==> src/rtl/ram_sp_clr_if.sv <==
// Request/response bundle for the single-port scratch RAM with clear sequencing.
// The master drives read/write requests; the slave returns data, strobes and status.
interface ram_sp_clr_if #(
  parameter int DATA_W = 8,
  parameter int ADDR_W = 8
);
  logic              rd_en;
  logic [ADDR_W-1:0] rd_addr;
  logic [DATA_W-1:0] rd_data;
  logic              rd_valid;
  logic              wr_en;
  logic [ADDR_W-1:0] wr_addr;
  logic [DATA_W-1:0] wr_data;
  logic              wr_ack;
  logic              err;
  logic              busy;

  modport master (
    output rd_en, rd_addr, wr_en, wr_addr, wr_data,
    input  rd_data, rd_valid, wr_ack, err, busy
  );

  modport slave (
    input  rd_en, rd_addr, wr_en, wr_addr, wr_data,
    output rd_data, rd_valid, wr_ack, err, busy
  );
endinterface

==> src/rtl/ram_sp_clr.sv <==
// Parametrised scratch RAM that zeroes itself one word per cycle after reset.
// Define RAM_BYPASS_EN to forward same-address writes to the read port (write-first).
module ram_sp_clr #(
  parameter int DATA_W = 8,
  parameter int ADDR_W = 8,
  parameter int DEPTH  = 128
) (
  input logic         clk,
  input logic         reset,
  ram_sp_clr_if.slave bus
);
  localparam int                IDX_W    = (DEPTH > 1) ? $clog2(DEPTH) : 1;
  localparam logic [ADDR_W:0]   DEPTH_X  = (ADDR_W + 1)'(DEPTH);
  localparam logic [ADDR_W-1:0] CLR_LAST = ADDR_W'(DEPTH - 1);

  typedef enum logic {CLEAR, RUN} state_t;

  state_t            state_reg, state_next;
  logic [ADDR_W-1:0] clr_addr_reg, clr_addr_next;

  logic clearing, running;
  logic rd_oob, wr_oob;
  logic mem_we;
  logic [IDX_W-1:0]  mem_waddr, rd_idx;
  logic [DATA_W-1:0] mem_wdata;

  logic [DATA_W-1:0] mem [0:DEPTH-1];

  logic [DATA_W-1:0] rd_data_reg;
  logic              rd_valid_reg, wr_ack_reg, err_reg;

  // State register
  always_ff @(posedge clk) begin
    if (reset) begin
      state_reg    <= CLEAR;
      clr_addr_reg <= '0;
    end else begin
      state_reg    <= state_next;
      clr_addr_reg <= clr_addr_next;
    end
  end

  // Next-state logic: clr_addr stops at the last word instead of wrapping
  always_comb begin
    state_next    = state_reg;
    clr_addr_next = clr_addr_reg;
    case (state_reg)
      CLEAR: begin
        if (clr_addr_reg == CLR_LAST) state_next = RUN;
        else clr_addr_next = clr_addr_reg + 1'b1;
      end
      RUN:     state_next = RUN;
      default: state_next = CLEAR;
    endcase
  end

  // Output decode
  always_comb begin
    clearing = 1'b0;
    running  = 1'b0;
    case (state_reg)
      CLEAR:   clearing = 1'b1;
      RUN:     running  = 1'b1;
      default: clearing = 1'b1;
    endcase
  end

  assign rd_oob = {1'b0, bus.rd_addr} >= DEPTH_X;
  assign wr_oob = {1'b0, bus.wr_addr} >= DEPTH_X;
  assign rd_idx = IDX_W'(bus.rd_addr);

  // The clear sequence and user writes share one write port
  always_comb begin
    mem_we    = 1'b0;
    mem_waddr = IDX_W'(bus.wr_addr);
    mem_wdata = bus.wr_data;
    if (!reset) begin
      if (clearing) begin
        mem_we    = 1'b1;
        mem_waddr = IDX_W'(clr_addr_reg);
        mem_wdata = '0;
      end else if (bus.wr_en && !wr_oob) begin
        mem_we = 1'b1;
      end
    end
  end

  always_ff @(posedge clk) begin
    if (mem_we) mem[mem_waddr] <= mem_wdata;
  end

`ifdef RAM_BYPASS_EN
  logic wr_hit;
  assign wr_hit = bus.wr_en && (bus.wr_addr == bus.rd_addr);
`endif

  always_ff @(posedge clk) begin
    if (reset) begin
      rd_data_reg <= '0;
    end else if (running && bus.rd_en) begin
      if (rd_oob)
        rd_data_reg <= '0;
`ifdef RAM_BYPASS_EN
      else if (wr_hit)
        rd_data_reg <= bus.wr_data;
`endif
      else
        rd_data_reg <= mem[rd_idx];
    end
  end

  always_ff @(posedge clk) begin
    if (reset) begin
      rd_valid_reg <= 1'b0;
      wr_ack_reg   <= 1'b0;
      err_reg      <= 1'b0;
    end else begin
      rd_valid_reg <= running && bus.rd_en;
      wr_ack_reg   <= running && bus.wr_en;
      err_reg      <= running && ((bus.rd_en && rd_oob) || (bus.wr_en && wr_oob));
    end
  end

  assign bus.rd_data  = rd_data_reg;
  assign bus.rd_valid = rd_valid_reg;
  assign bus.wr_ack   = wr_ack_reg;
  assign bus.err      = err_reg;
  assign bus.busy     = clearing;
endmodule

==> src/flat_wrapper.sv <==
// flat-port wrapper written by rule: the top's interface ports become plain ports
module ram_sp_clr_flat 
#(
  parameter int DATA_W = 8,
  parameter int ADDR_W = 8,
  parameter int DEPTH  = 128
)
  (clk, reset, bus_rd_en, bus_rd_addr, bus_wr_en, bus_wr_addr, bus_wr_data, bus_rd_data, bus_rd_valid, bus_wr_ack, bus_err, bus_busy);
  ram_sp_clr_if #(.DATA_W(DATA_W), .ADDR_W(ADDR_W)) bus_i ();
  input logic clk;
  input logic reset;
  input wire logic [$bits(bus_i.rd_en)-1:0] bus_rd_en;
  input wire logic [$bits(bus_i.rd_addr)-1:0] bus_rd_addr;
  input wire logic [$bits(bus_i.wr_en)-1:0] bus_wr_en;
  input wire logic [$bits(bus_i.wr_addr)-1:0] bus_wr_addr;
  input wire logic [$bits(bus_i.wr_data)-1:0] bus_wr_data;
  output wire logic [$bits(bus_i.rd_data)-1:0] bus_rd_data;
  output wire logic [$bits(bus_i.rd_valid)-1:0] bus_rd_valid;
  output wire logic [$bits(bus_i.wr_ack)-1:0] bus_wr_ack;
  output wire logic [$bits(bus_i.err)-1:0] bus_err;
  output wire logic [$bits(bus_i.busy)-1:0] bus_busy;
  assign bus_i.rd_en = bus_rd_en;
  assign bus_i.rd_addr = bus_rd_addr;
  assign bus_i.wr_en = bus_wr_en;
  assign bus_i.wr_addr = bus_wr_addr;
  assign bus_i.wr_data = bus_wr_data;
  assign bus_rd_data = bus_i.rd_data;
  assign bus_rd_valid = bus_i.rd_valid;
  assign bus_wr_ack = bus_i.wr_ack;
  assign bus_err = bus_i.err;
  assign bus_busy = bus_i.busy;
  ram_sp_clr #(.DATA_W(DATA_W), .ADDR_W(ADDR_W), .DEPTH(DEPTH)) u_core (.clk(clk), .reset(reset), .bus(bus_i));
endmodule
==> config.mk <==
export PLATFORM = sky130hd
export DESIGN_NAME = ram_sp_clr_flat
export DESIGN_NICKNAME = d
export VERILOG_FILES = /design/src/rtl/ram_sp_clr_if.sv /design/src/rtl/ram_sp_clr.sv /design/src/flat_wrapper.sv
export SDC_FILE = /design/constraint.sdc
export NUM_CORES = 1
export LEC_CHECK = 0
export CORE_ASPECT_RATIO = 0.9
export CORE_MARGIN = 2
export CORE_UTILIZATION = 49
export DETAILED_ROUTE_END_ITERATION = 16
export DONT_BUFFER_PORTS = 1
export PLACE_DENSITY = 0.73
export REMOVE_ABC_BUFFERS = 1
export SETUP_SLACK_MARGIN = 0.5
export SLEW_MARGIN = 5
export SYNTH_ARGS = -nofsm -noshare
export SYNTH_HDL_FRONTEND = slang
export SYNTH_SLANG_ARGS = --single-unit
==> constraint.sdc <==
create_clock -name clk -period 4.77 [get_ports clk]
set_input_delay 0.7155 -clock clk [delete_from_list [all_inputs] [get_ports clk]]
set_output_delay 0.7155 -clock clk [all_outputs]
set_load 0.03 [all_outputs]
# Word-level counts from Yosys, hierarchy flattened
# Memories as Yosys holds them, arrays and structs flattened.
# Cells that the tools add are included.
# Widths: inputs -> output; s select.
# op_classes
eq_ne,1
addsub,1
order_cmp,2
reduce_logical,9
bitwise,2
n_mux,14
# ops
operator,count
$mux 8,3
$ge 8x8->1 const B,2
$mux 7,2
$add 8x1->8 const B,1
$eq 8x7->1 const B,1
$mux 1,8
$logic_and 1x1->1,6
$not 1->1,2
$pmux 1 s2,1
$reduce_and 2->1,1
$logic_not 1->1,1
$logic_or 1x1->1,1
# word_totals
memories,1
out_inout_bits,12
reg_bits,20
in_bits,28
mem_bits_rw,1024
elab_cells,36
# memory_table
name,words,word_bits,rd,rd_clocked_by_memory_dff,write_ports,line_no,rtl
u_core.mem,128,8,1,0,1,ram_sp_clr.sv:27,logic [DATA_W-1:0] mem [0:DEPTH-1];

# Logic depth before layout (Yosys ltp)
# logic_depth
ltp_word,8
depth_mapped,11
ltp_nobuf,7

# Least setup slack after synthesis
# Ideal clock, no wire load.
# synth_timing
kind,input to register
start,input port reset
end,"memory u_core.mem[0][0], data pin"
t_required_ns,4.235
path_buffers,2
setup_time_ns,0.535
arrival_time_ns,2.850
path_stages,4
path_slack_ns,1.386
path_cell_list,or2_1 > buf_2 > clkbuf_1 > and2_1
# synth_via
elab_chain_len,1
# synth_lines
item,line_no,rtl
"start, declared",flat_wrapper.sv:11,input logic reset;
$mux 8,ram_sp_clr.sv:77,if (!reset) begin
via u_core.mem_wdata[0],ram_sp_clr.sv:25,logic [DATA_W-1:0] mem_wdata;
"end, declared",ram_sp_clr.sv:27,
# The timed path passes the listed nets, and every way through them passes these cells.

# Worst setup path after layout
# layout_timing
start,input port bus_rd_addr[1]
end,register u_core.rd_data_reg[7] (netlist: u_core.bus.rd_data[7])
# layout_via
elab_chain_len,2
word_cells_on_any_way,3
cone_classes,1 x order compare; 1 x mux; 1 x memory
# layout_lines
item,line_no,rtl
"start, declared",flat_wrapper.sv:13,input wire logic [$bits(bus_i.rd_addr)-1:0] bus_rd_addr;
$mem_v2 128x8 / $ge 8x8->1 (equally long branches),-,
$mux 8 *,ram_sp_clr.sv:101,if (rd_oob)
"end signal, assigned",ram_sp_clr.sv:108,rd_data_reg <= mem[rd_idx];
"end, declared",ram_sp_clr.sv:29,logic [DATA_W-1:0] rd_data_reg;
# Every way passes the cells marked *; elsewhere a longest branch is shown, timed or not.
# A chain may end at the register's enable or synchronous reset.

==> flow_summary.toml <==
[status]
status = "finished with violations"
violations = "slew limit"

[floorplanning]
io_pins = 40
coreArea_um2 = 83080
initial_utilization = 0.4970
row_count = 100
die_h_um = 279.4
dieArea_um2 = 86600
die_w_um = 310.0

[cells_and_area]
drive_gt1_frac = 0.1364
fillers = 6298
fin_cells = 3492
fin_area_um2 = 45470
final_nets = 2314
final_cell_mix = "1024 x edfxtp_1, 273 x mux2i_1, 145 x nor2_1"
ff_latch_area_um2 = 31150
synthToLayoutAreaGrowth_pct = 10.14
final_common_cell = "edfxtp_1"
largest_reg_flops = 1024
multi_input_comb_area_um2 = 9371

[worst_setup_path]
worstPathRequired_ns = 5.31
crit_fanout = 388
crit_type = "input port to flip-flop"
crit_slowest_cell = "mux4_2"
worstReg2RegStart = "u_core.state_reg$_SDFF_PP0_"
max_stage_delay_ns = 1.10
worstPathArrival_ns = 3.92
path_cells = "mux4_2 -> and4b_1 -> a41oi_1 -> nand4_1 -> a311oi_1 -> nand3_1"
worstSetupPathDepth = 6
r2r-end = "u_core.mem[10][3]$_DFFE_PP_"
path_buf_inv = 0
cp-start-kind = "input port"
end_kind = "flip-flop"
crit_family = "multiplexers"
rrSetupSlack_ns = 1.42
ff2ff_path_depth = 6

[cts]
path_clk_slew_ns = 0.06
clock_latency_ns = 0.67
htreeDepth = 3
cts.repair.resized = 0
cts-root-buf = "clkbuf_16"
cts_tree = "built"
cts_setup_buffers = 0
clockBufferDepth = 3
cts_made_buffers = 97
hold_buffers = 0
cts.sinks = 1044

[worst_hold_path]
worstHoldStart = "reset"
hold_class = "input port to flip-flop"
hold_end = "u_core.clr_addr_reg[0]$_SDFFE_PP0P_"
hold_path_depth = 1

[timing]
rsz0062_at_grt = "no"
clock.fmax_mhz = 295.7
skew_ns = 0.03156
slew_headroom = -0.1971
drv_slew = 125
hold_viol_final = 0
finalSetupTns_ns = 0
final.period_utilization = 0.7089
fin_crit_ns = 3.381
setup_viol = 0
tightest_slew_ns = 1.796

[route]
vias_per_cell = 6.245
vias = 21810
drt_iter0_markers = 3462
ant_nets = 0
routed_wl_mm = 99.88
wl_per_cell_um = 28.60
detailedRoute.firstPassIterationCount = 6
drc = 0

[synthesis]
syn_area_per_cell_um2 = 18.12
syn_inst = 2278
async_reset_ff_frac = 0
synth_seq_cells = 1044
syn_area_um2 = 41290
synth-edff-count = 1024
synth_ff_type = "edfxtp_1"
ys_seq_area_frac = 0.7545
ys_types = 55
ys_warn_count = 0

[grt]
grt_pass1_wl_mm = 145.0
grt_max_degree = 389
track_usage = 0.2304
grt_overflow = 0
antenna_found_initial = 4
grt_pass1_vias = 21350

[placement]
place.port_buffers = 0
place_inst = 3308
place_hpwl_mm = 60.72
placed_area_um2 = 42340
gp_congestion = 0.9084

[power]
worst_ir_drop_vdd_uv = 338.5
power_density_nw_per_um2 = 406.9
p_leak_nw = 14.86

[job]
cap_violations = 0
## cells in the mapped netlist, types with 2 or more instances
cell	count	area, um^2
a41oi_1	4	35.03
and4b_1	6	60.06
and3_1	4	25.02
buf_4	33	247.7
a31oi_1	5	31.28
a2111oi_0	2	17.52
nand2_1	118	442.9
a311oi_1	4	35.03
inv_1	9	33.78
and4_1	2	17.52
o31ai_1	2	15.01
nor2_1	146	548.0
buf_6	9	101.4
buf_1	11	41.29
buf_2	37	185.2
mux2_2	6	67.56
nand3_1	67	335.3
or2_2	3	18.77
and2_1	15	93.84
buf_12	2	40.04
mux4_1	2	52.55
nor3_1	6	30.03
a32oi_1	2	17.52
nand2b_1	7	43.79
or3_1	5	31.28
nor4bb_1	2	20.02
mux4_2	122	2748
dfxtp_1	20	400.4
xor2_1	4	35.03
nand3b_1	13	97.59
a21oi_1	67	335.3
o21ai_1	3	15.01
nand4_1	54	337.8
clkbuf_1	42	157.7
edfxtp_1	1024	30750
a22oi_1	113	848.3
o21ai_0	9	45.04
mux2i_1	273	2733
nor2b_1	9	56.30
## through the flow
step	util	setup slack, ns	power (mW)	hold slack [ns]
2_1_floorplan	-	1.059	10.74	0.5017
3_5_place_dp	0.5096	1.218	11.02	0.5497
6_report	0.5474	1.389	18.50	0.1131
3_3_place_gp	0.5096	1.249	11.00	0.5300
4_1_cts	0.5473	1.466	18.52	0.07565
5_1_grt	0.5473	1.211	18.88	0.09226
## logic make-up after synthesis
kind of cell	share of synthesized area
buffers and inverters	0.02003
adders and majority gates	0.0003030
AOI/OAI and AO/OA	0.03585
muxes	0.1356
DFF	0.7545
xor gates and xnor gates	0.001061
and+or+nand+nor	0.05264
## cell type report
cell class / count / area share
Sequential cell: 1044 / 0.6850
Multi-Input combinational cell: 1089 / 0.2061
Clock buffer: 127 / 0.05701
Tap cell: 1122 / 0.03087
Clock inverter: 55 / 0.01183
Timing Repair Buffer: 44 / 0.008364
Inverter: 9 / 0.0007429
Antenna cell: 2 / 0.0001101
## worst max path at each step
stage                                      startpoint                            endpoint
after floorplan                                 reset  u_core.bus.rd_data[1]$_SDFFE_PP0P_
after global placement                 bus_wr_addr[7]         u_core.mem[92][3]$_DFFE_PP_
after detailed placement               bus_wr_addr[7]         u_core.mem[28][3]$_DFFE_PP_
after CTS                 u_core.state_reg$_SDFF_PP0_         u_core.mem[10][0]$_DFFE_PP_
after global routing      u_core.state_reg$_SDFF_PP0_        u_core.mem[106][2]$_DFFE_PP_
final                                  bus_rd_addr[1]  u_core.bus.rd_data[7]$_SDFFE_PP0P_
## routing by layer
| layer | GRT usage | wire length [um] | vias to the layer above |
|---|---|---|---|
| met5 | 0 | 38 | - |
| met4 | 0.05636 | 2345 | 6 |
| met3 | 0.07694 | 13070 | 171 |
| met2 | 0.3389 | 44910 | 1327 |
| met1 | 0.3335 | 39520 | 11150 |
| li1 | - | - | 9156 |
## worst register-to-register path, cell delays in order (launching register included)
cell     delay (ns)
dfxtp_1        0.45
or2_1          0.14
buf_4          0.28
mux2i_1        0.58
nand3_1        0.52
buf_4          0.41
nor2_1         0.59
## power breakdown
group / switching (mW) / leakage (nW) / internal, mW / total, mW
Combinational: 0.475 / 3.85 / 0.278 / 0.752
Clock: 3.32 / 1.51 / 4.33 / 7.65
Sequential: 0.00947 / 9.51 / 10.1 / 10.1
Power figures use the tool's default switching activity.
